--- src/rtl/trace_event_buffer.sv ---
// Debug trace monitor: watches status channels and writes timestamped change
// events into a first-word-fall-through FIFO that is drained over valid/ready.
module trace_event_buffer #(
   parameter int unsigned NUM_CH    = 4,
   parameter int unsigned CH_W      = 10,
   parameter int unsigned DEPTH     = 16,
   parameter int unsigned TS_W      = 16,
   parameter int unsigned DROP_W    = 8,
   parameter int unsigned OVERWRITE = 0
) (
   input  logic                                   clk,
   input  logic                                   rst,
   input  logic                                   trace_enable,
   input  logic                                   clear,
   input  logic [NUM_CH-1:0]                      ch_mask,
   input  logic [NUM_CH*CH_W-1:0]                 ch_data,
   output logic                                   rd_valid,
   input  logic                                   rd_ready,
   output logic [1+TS_W+NUM_CH+NUM_CH*CH_W-1:0]   rd_data,
   output logic [$clog2(DEPTH):0]                 fill_level,
   output logic                                   full,
   output logic [DROP_W-1:0]                      drop_count
);

   localparam int unsigned AW  = $clog2(DEPTH);
   localparam int unsigned D_W = NUM_CH * CH_W;
   localparam int unsigned E_W = 1 + TS_W + NUM_CH + D_W;

   typedef enum logic [1:0] {IDLE, ARM, RUN} state_t;

   state_t              r_state;
   logic [TS_W-1:0]     r_ts;
   logic [D_W-1:0]      r_prev;
   logic [AW:0]         r_wr;
   logic [AW:0]         r_rd;
   logic [AW:0]         r_count;
   logic                r_valid;
   logic                r_full;
   logic                r_lost;
   logic [DROP_W-1:0]   r_drop;
   logic [E_W-1:0]      r_head;
   logic [E_W-1:0]      r_mem [DEPTH];

   logic [NUM_CH-1:0]   w_chg;
   logic                w_event;
   logic                w_pop;
   logic                w_drop;
   logic                w_push;
   logic                w_adv;
   logic [AW:0]         w_wr_nxt;
   logic [AW:0]         w_rd_nxt;
   logic [AW:0]         w_cnt_nxt;
   logic [E_W-1:0]      w_entry;
   logic [E_W-1:0]      w_head_nxt;

   // Per-channel change detect against the previous cycle's sample
   always_comb begin
      w_chg = '0;
      for (int i = 0; i < NUM_CH; i++) begin
         w_chg[i] = ch_mask[i] & (ch_data[i*CH_W +: CH_W] != r_prev[i*CH_W +: CH_W]);
      end
   end

   // A full FIFO with no pop either drops the event or evicts the oldest entry
   always_comb begin
      w_event    = (r_state == RUN) & trace_enable & (|w_chg);
      w_pop      = r_valid & rd_ready;
      w_drop     = w_event & r_full & ~w_pop;
      w_push     = w_event & (~w_drop | (OVERWRITE != 0));
      w_adv      = w_pop | (w_drop & (OVERWRITE != 0));
      w_entry    = {r_lost, r_ts, w_chg, ch_data};
      w_wr_nxt   = r_wr + (AW+1)'(w_push);
      w_rd_nxt   = r_rd + (AW+1)'(w_adv);
      w_cnt_nxt  = w_wr_nxt - w_rd_nxt;
      // Head bypass covers a push into an empty FIFO
      w_head_nxt = (w_push && (w_rd_nxt[AW-1:0] == r_wr[AW-1:0])) ? w_entry
                                                                 : r_mem[w_rd_nxt[AW-1:0]];
   end

   always_ff @(posedge clk) begin
      if (w_push && !clear && !rst) begin
         r_mem[r_wr[AW-1:0]] <= w_entry;
      end
   end

   always_ff @(posedge clk) begin
      if (rst) begin
         r_state <= IDLE;
         r_ts    <= '0;
         r_prev  <= '0;
         r_wr    <= '0;
         r_rd    <= '0;
         r_count <= '0;
         r_valid <= 1'b0;
         r_full  <= 1'b0;
         r_lost  <= 1'b0;
         r_drop  <= '0;
         r_head  <= '0;
      end else begin
         r_ts <= r_ts + TS_W'(1);
         case (r_state)
            IDLE: if (trace_enable) r_state <= ARM;
            ARM: begin
               r_prev  <= ch_data;
               r_state <= trace_enable ? RUN : IDLE;
            end
            RUN: begin
               r_prev <= ch_data;
               if (!trace_enable) r_state <= IDLE;
            end
            default: r_state <= IDLE;
         endcase

         if (clear) begin
            r_wr    <= '0;
            r_rd    <= '0;
            r_count <= '0;
            r_valid <= 1'b0;
            r_full  <= 1'b0;
            r_lost  <= 1'b0;
            r_drop  <= '0;
         end else begin
            r_wr    <= w_wr_nxt;
            r_rd    <= w_rd_nxt;
            r_count <= w_cnt_nxt;
            r_valid <= (w_cnt_nxt != '0);
            r_full  <= (w_cnt_nxt == (AW+1)'(DEPTH));
            r_head  <= w_head_nxt;
            if (w_drop) begin
               r_lost <= 1'b1;
               if (r_drop != {DROP_W{1'b1}}) r_drop <= r_drop + DROP_W'(1);
            end else if (w_push) begin
               r_lost <= 1'b0;
            end
         end
      end
   end

   assign rd_valid   = r_valid;
   assign rd_data    = r_head;
   assign fill_level = r_count;
   assign full       = r_full;
   assign drop_count = r_drop;

endmodule

--- config.mk ---
export PLATFORM = sky130hd
export DESIGN_NAME = trace_event_buffer
export DESIGN_NICKNAME = d
export VERILOG_FILES = /design/src/rtl/trace_event_buffer.sv
export SDC_FILE = /design/constraint.sdc
export NUM_CORES = 1
export LEC_CHECK = 0
export BUFFER_PORTS_ARGS = -buffer_cell sky130_fd_sc_hd__buf_2
export CORE_MARGIN = 5
export CORE_UTILIZATION = 40
export CTS_CLUSTER_DIAMETER = 200
export CTS_CLUSTER_SIZE = 40
export DETAILED_ROUTE_END_ITERATION = 16
export GPL_TIMING_DRIVEN = 0
export PLACE_DENSITY = 0.68
export SLEW_MARGIN = 25
export SYNTH_ARGS = -nofsm -noshare
export SYNTH_HDL_FRONTEND = slang
export SYNTH_SLANG_ARGS = --single-unit
--- constraint.sdc ---
create_clock -name clk -period 9.25 [get_ports clk]
set_input_delay 0.925 -clock clk [delete_from_list [all_inputs] [get_ports clk]]
set_output_delay 0.925 -clock clk [all_outputs]
set_load 0.03 [all_outputs]
==> results.sh <==
export IMPL_synth_top_area_share_pct=66.9
export IMPL_cp_slowest_stage_delay_ps=730
export IMPL_cp_buffers_inverters=10
export IMPL_tns_ps=0
export IMPL_routed_wl_mm=111
export IMPL_cp_arrival_ps=5740
export IMPL_synth_seq_cells=1121
export IMPL_grt_first_pass_wirelength_mm=161
export IMPL_drive_gt1_share_pct=34.9
export IMPL_post_cts_resized=0
export IMPL_cp_top_family="buffers and inverters"
export IMPL_ant_nets=0
export IMPL_tightest_slew_ps=1110
export IMPL_io_buffers=123
export IMPL_synth_most_common_cell="edfxtp_1"
export IMPL_fmax_ghz=0.185
export IMPL_min_path_cells=2
export IMPL_first_pass_iters=5
export IMPL_combPwrFrac_pct=5.6
export IMPL_power_frac_seq_pct=67.6
export IMPL_grt_max_degree=42
export IMPL_synth_flop_cell="edfxtp_1"
export IMPL_worstHoldEndpoint="rd_data[56]"
export IMPL_yosysSeqAreaShare_pct=73.6
export IMPL_hold_path_startpoint="rd_data[56]"
export IMPL_endpoint_kind="flop"
export IMPL_status="finished clean"
export IMPL_initial_core_util_pct=40.2
export IMPL_drv_cap=0
export IMPL_setup_ws_ps=3840
export IMPL_rsz0062_at_grt="false"
export IMPL_r2r_start="r_prev[39]"
export IMPL_grt_overflow=0
export IMPL_synthToLayoutAreaGrowth_pct=11.4
export IMPL_drtIter0Drc=2833
export IMPL_r2r_slack_ps=4210
export IMPL_yosys_area_top_type="edfxtp_1"
export IMPL_ir_drop_uv=120
export IMPL_finClkSkew_ps=67.9
export IMPL_p_switching_uw=1740
export IMPL_cellPowerDensity_nw_per_um2=168
export IMPL_tritoncts_num_buffers=34
export IMPL_gp_congestion=0.786
export IMPL_drc=0
export IMPL_crit_chain="buf_2 > xnor2_1 > nand4_1 > o41a_1 > o41a_1 > nand2b_1 > buf_2 > buf_2 > nor4_2 > buf_4 > buf_4 > buf_2 > buf_2 > buf_2 > buf_2 > buf_2"
export IMPL_cts_root_buffer_cell="clkbuf_16"
export IMPL_synth_fp_nets=2190
export IMPL_crit_path_top_delay_cell="o41a_1"
export IMPL_via_per_inst=5.72
export IMPL_clkTransAtPathRegs_ps=140
export IMPL_finalNetCount=2600
export IMPL_cp_start_kind="input port"
export IMPL_grtUsageTotal_pct=18.8
export IMPL_critical_path_class="input port to flop"
export IMPL_leakage_uw=0.0158
export IMPL_synth_common_cells="edfxtp_1 (976), mux4_2 (305), dfxtp_1 (145), clkbuf_1 (68), nor2_1 (63)"
export IMPL_rows=121
export IMPL_wl_per_cell_um=27.9
export IMPL_num_vias=22800
export IMPL_syn_inst=2127
export IMPL_cpMostUsedCell="buf_2"
export IMPL_crit_start="ch_data[12]"
export IMPL_cts_hold_fix_buffers=0
export IMPL_synthTopCellsByArea="edfxtp_1 (67%), mux4_2 (16%), dfxtp_1 (6.6%), a221oi_2 (1.4%), mux2i_1 (0.91%)"
export IMPL_worst_path_max_fanout=21
export IMPL_synth_edf_count=976
export IMPL_ys_warn_count=0
export IMPL_r2r_cells=15
export IMPL_switching_share_pct=21.3
export IMPL_htreeDepth=2
export IMPL_async_flop_share_pct=0
export IMPL_clk_path_buf_depth=3
export IMPL_clkLatencyLatePin_ps=630
export IMPL_antenna_found_initial=9
export IMPL_setup_violations=0
export IMPL_tritoncts="yes"
export IMPL_synth_area_um2=43800
export IMPL_cts_sinks=1121
export IMPL_dieArea_um2=116000
export IMPL_place_area_um2=47700
export IMPL_fin_crit_ps=5410
export IMPL_p_clk_share_pct=26.9
export IMPL_grt_pass1_vias=23200
export IMPL_relSlewSlack_pct=26.0
export IMPL_dpl_worst_slack_ps=3240
export IMPL_die_h_um=341
export IMPL_report_power_total_uw=8190
export IMPL_chipWidth_um=341
export IMPL_yosys_cell_types_count=44
export IMPL_syn_area_per_cell_um2=20.6
export IMPL_final_hold_viol_count=0
export IMPL_min_path_type="flop to flop"
export IMPL_power_internal_uw=6450
export IMPL_place_hpwl_mm=79.9
export IMPL_r2r_end="r_mem[8][23]"
export IMPL_post_cts_buffers=0
export IMPL_postLayoutCellArea_um2=48800
export IMPL_worstPathRequired_ps=9580
export IMPL_fin_crit_sh_pct=58.5
export IMPL_io_pins=125
export IMPL_coreArea_um2=109000
export IMPL_slew_viol_final=0
[tightest hold or removal path, cell delays in order, from the launching register on]
cell and delay (ps):
dfxtp_1 330, inv_1 60, a221oi_2 50
[power groups by stage]
stage,clock network [µW],registers (µW),logic (µW)
2_1_floorplan,0,5670,253
6_report,2200,5530,455
4_1_cts,2240,5530,459
3_5_place_dp,0,5650,459
3_3_place_gp,0,5640,442
5_1_grt,2410,5540,489
[layout make-up]
cell class	count	area [µm²]
Fill cell	9064	60100
Sequential cell	1121	32200
Multi-Input combinational cell	829	10900
Timing Repair Buffer	374	2010
Tap cell	1414	1770
Clock buffer	61	1020
Buffer	125	576
Inverter	52	195
Clock inverter	1	30.0
Antenna cell	4	10.0
[how the worst max path moves through the flow]
stage | to | slack (ps) | cells after the start
3_3_place_gp | r_mem[10][24] | -8730 | 9
4_1_cts | r_mem[8][24] | 3900 | 16
5_1_grt | r_mem[8][23] | 3720 | 16
3_5_place_dp | r_mem[8][24] | 3240 | 16
2_1_floorplan | r_mem[10][0] | 440 | 8
6_report | r_mem[8][23] | 3840 | 16
[kinds of logic after synthesis]
| kind of cell | count (synthesis) | share of synthesized area (%) |
|---|---|---|
| AND/OR/NAND/NOR | 281 | 3.72 |
| adder cells (fa/ha/maj) | 14 | 0.417 |
| flip-flops | 1121 | 73.6 |
| buffers and inverters | 177 | 1.75 |
| XOR/XNOR | 63 | 1.34 |
| AO/OA/AOI/OAI | 126 | 2.60 |
| multiplexers | 345 | 16.6 |
[routing by layer]
metal  routed length, µm  share of wire, %  GRT usage [%]  vias up
met4                2140               1.9           3.65        6
met3                9630               8.7           3.40      119
met2               54800                49           31.4     1067
met1               44400                40           26.2    12100
li1                    -                 -              -     9451
met5                  41             0.037              0        -
[stage by stage]
stage | hold WS (ps) | cells | utilization [%]
2_1_floorplan | 467 | 2127 | -
3_3_place_gp | 455 | 3664 | 42.4
3_5_place_dp | 461 | 3915 | 43.8
4_1_cts | 480 | 3977 | 44.8
5_1_grt | 489 | 3978 | 44.8
6_report | 478 | 3981 | 44.8
[placed cells by master (no fill, tap or decap), types with 5 or more instances in the layout]
cell         n
xnor2_1     43
o21ai_1      7
inv_1       51
nand3_1     13
nand2b_1     6
and2_1       8
edfxtp_1   976
mux2i_1     40
buf_4       54
nor3_1      39
o21ai_0      7
clkbuf_1    87
nor2_1      63
or3_1       10
nand2_1     14
nor4_2      34
dfxtp_1    145
nand4_1     15
mux4_2     305
clkbuf_16   37
xor2_1      16
nand2_2     40
buf_1       11
buf_6        7
nor2b_1     24
and3_1       5
a221oi_2    42
ha_1        13
buf_2      359
a21oi_1     59
clkbuf_2     5
[flip-flops by register name (all words and copies together), names as in the netlist]
name and flops:
r_mem 976, rd_data 61, r_prev 40, r_ts 16
drop_count 8, fill_level 5, r_rd 5, r_wr 5
r_state 2, full 1, r_lost 1, rd_valid 1
Power figures use the tool's default switching activity.
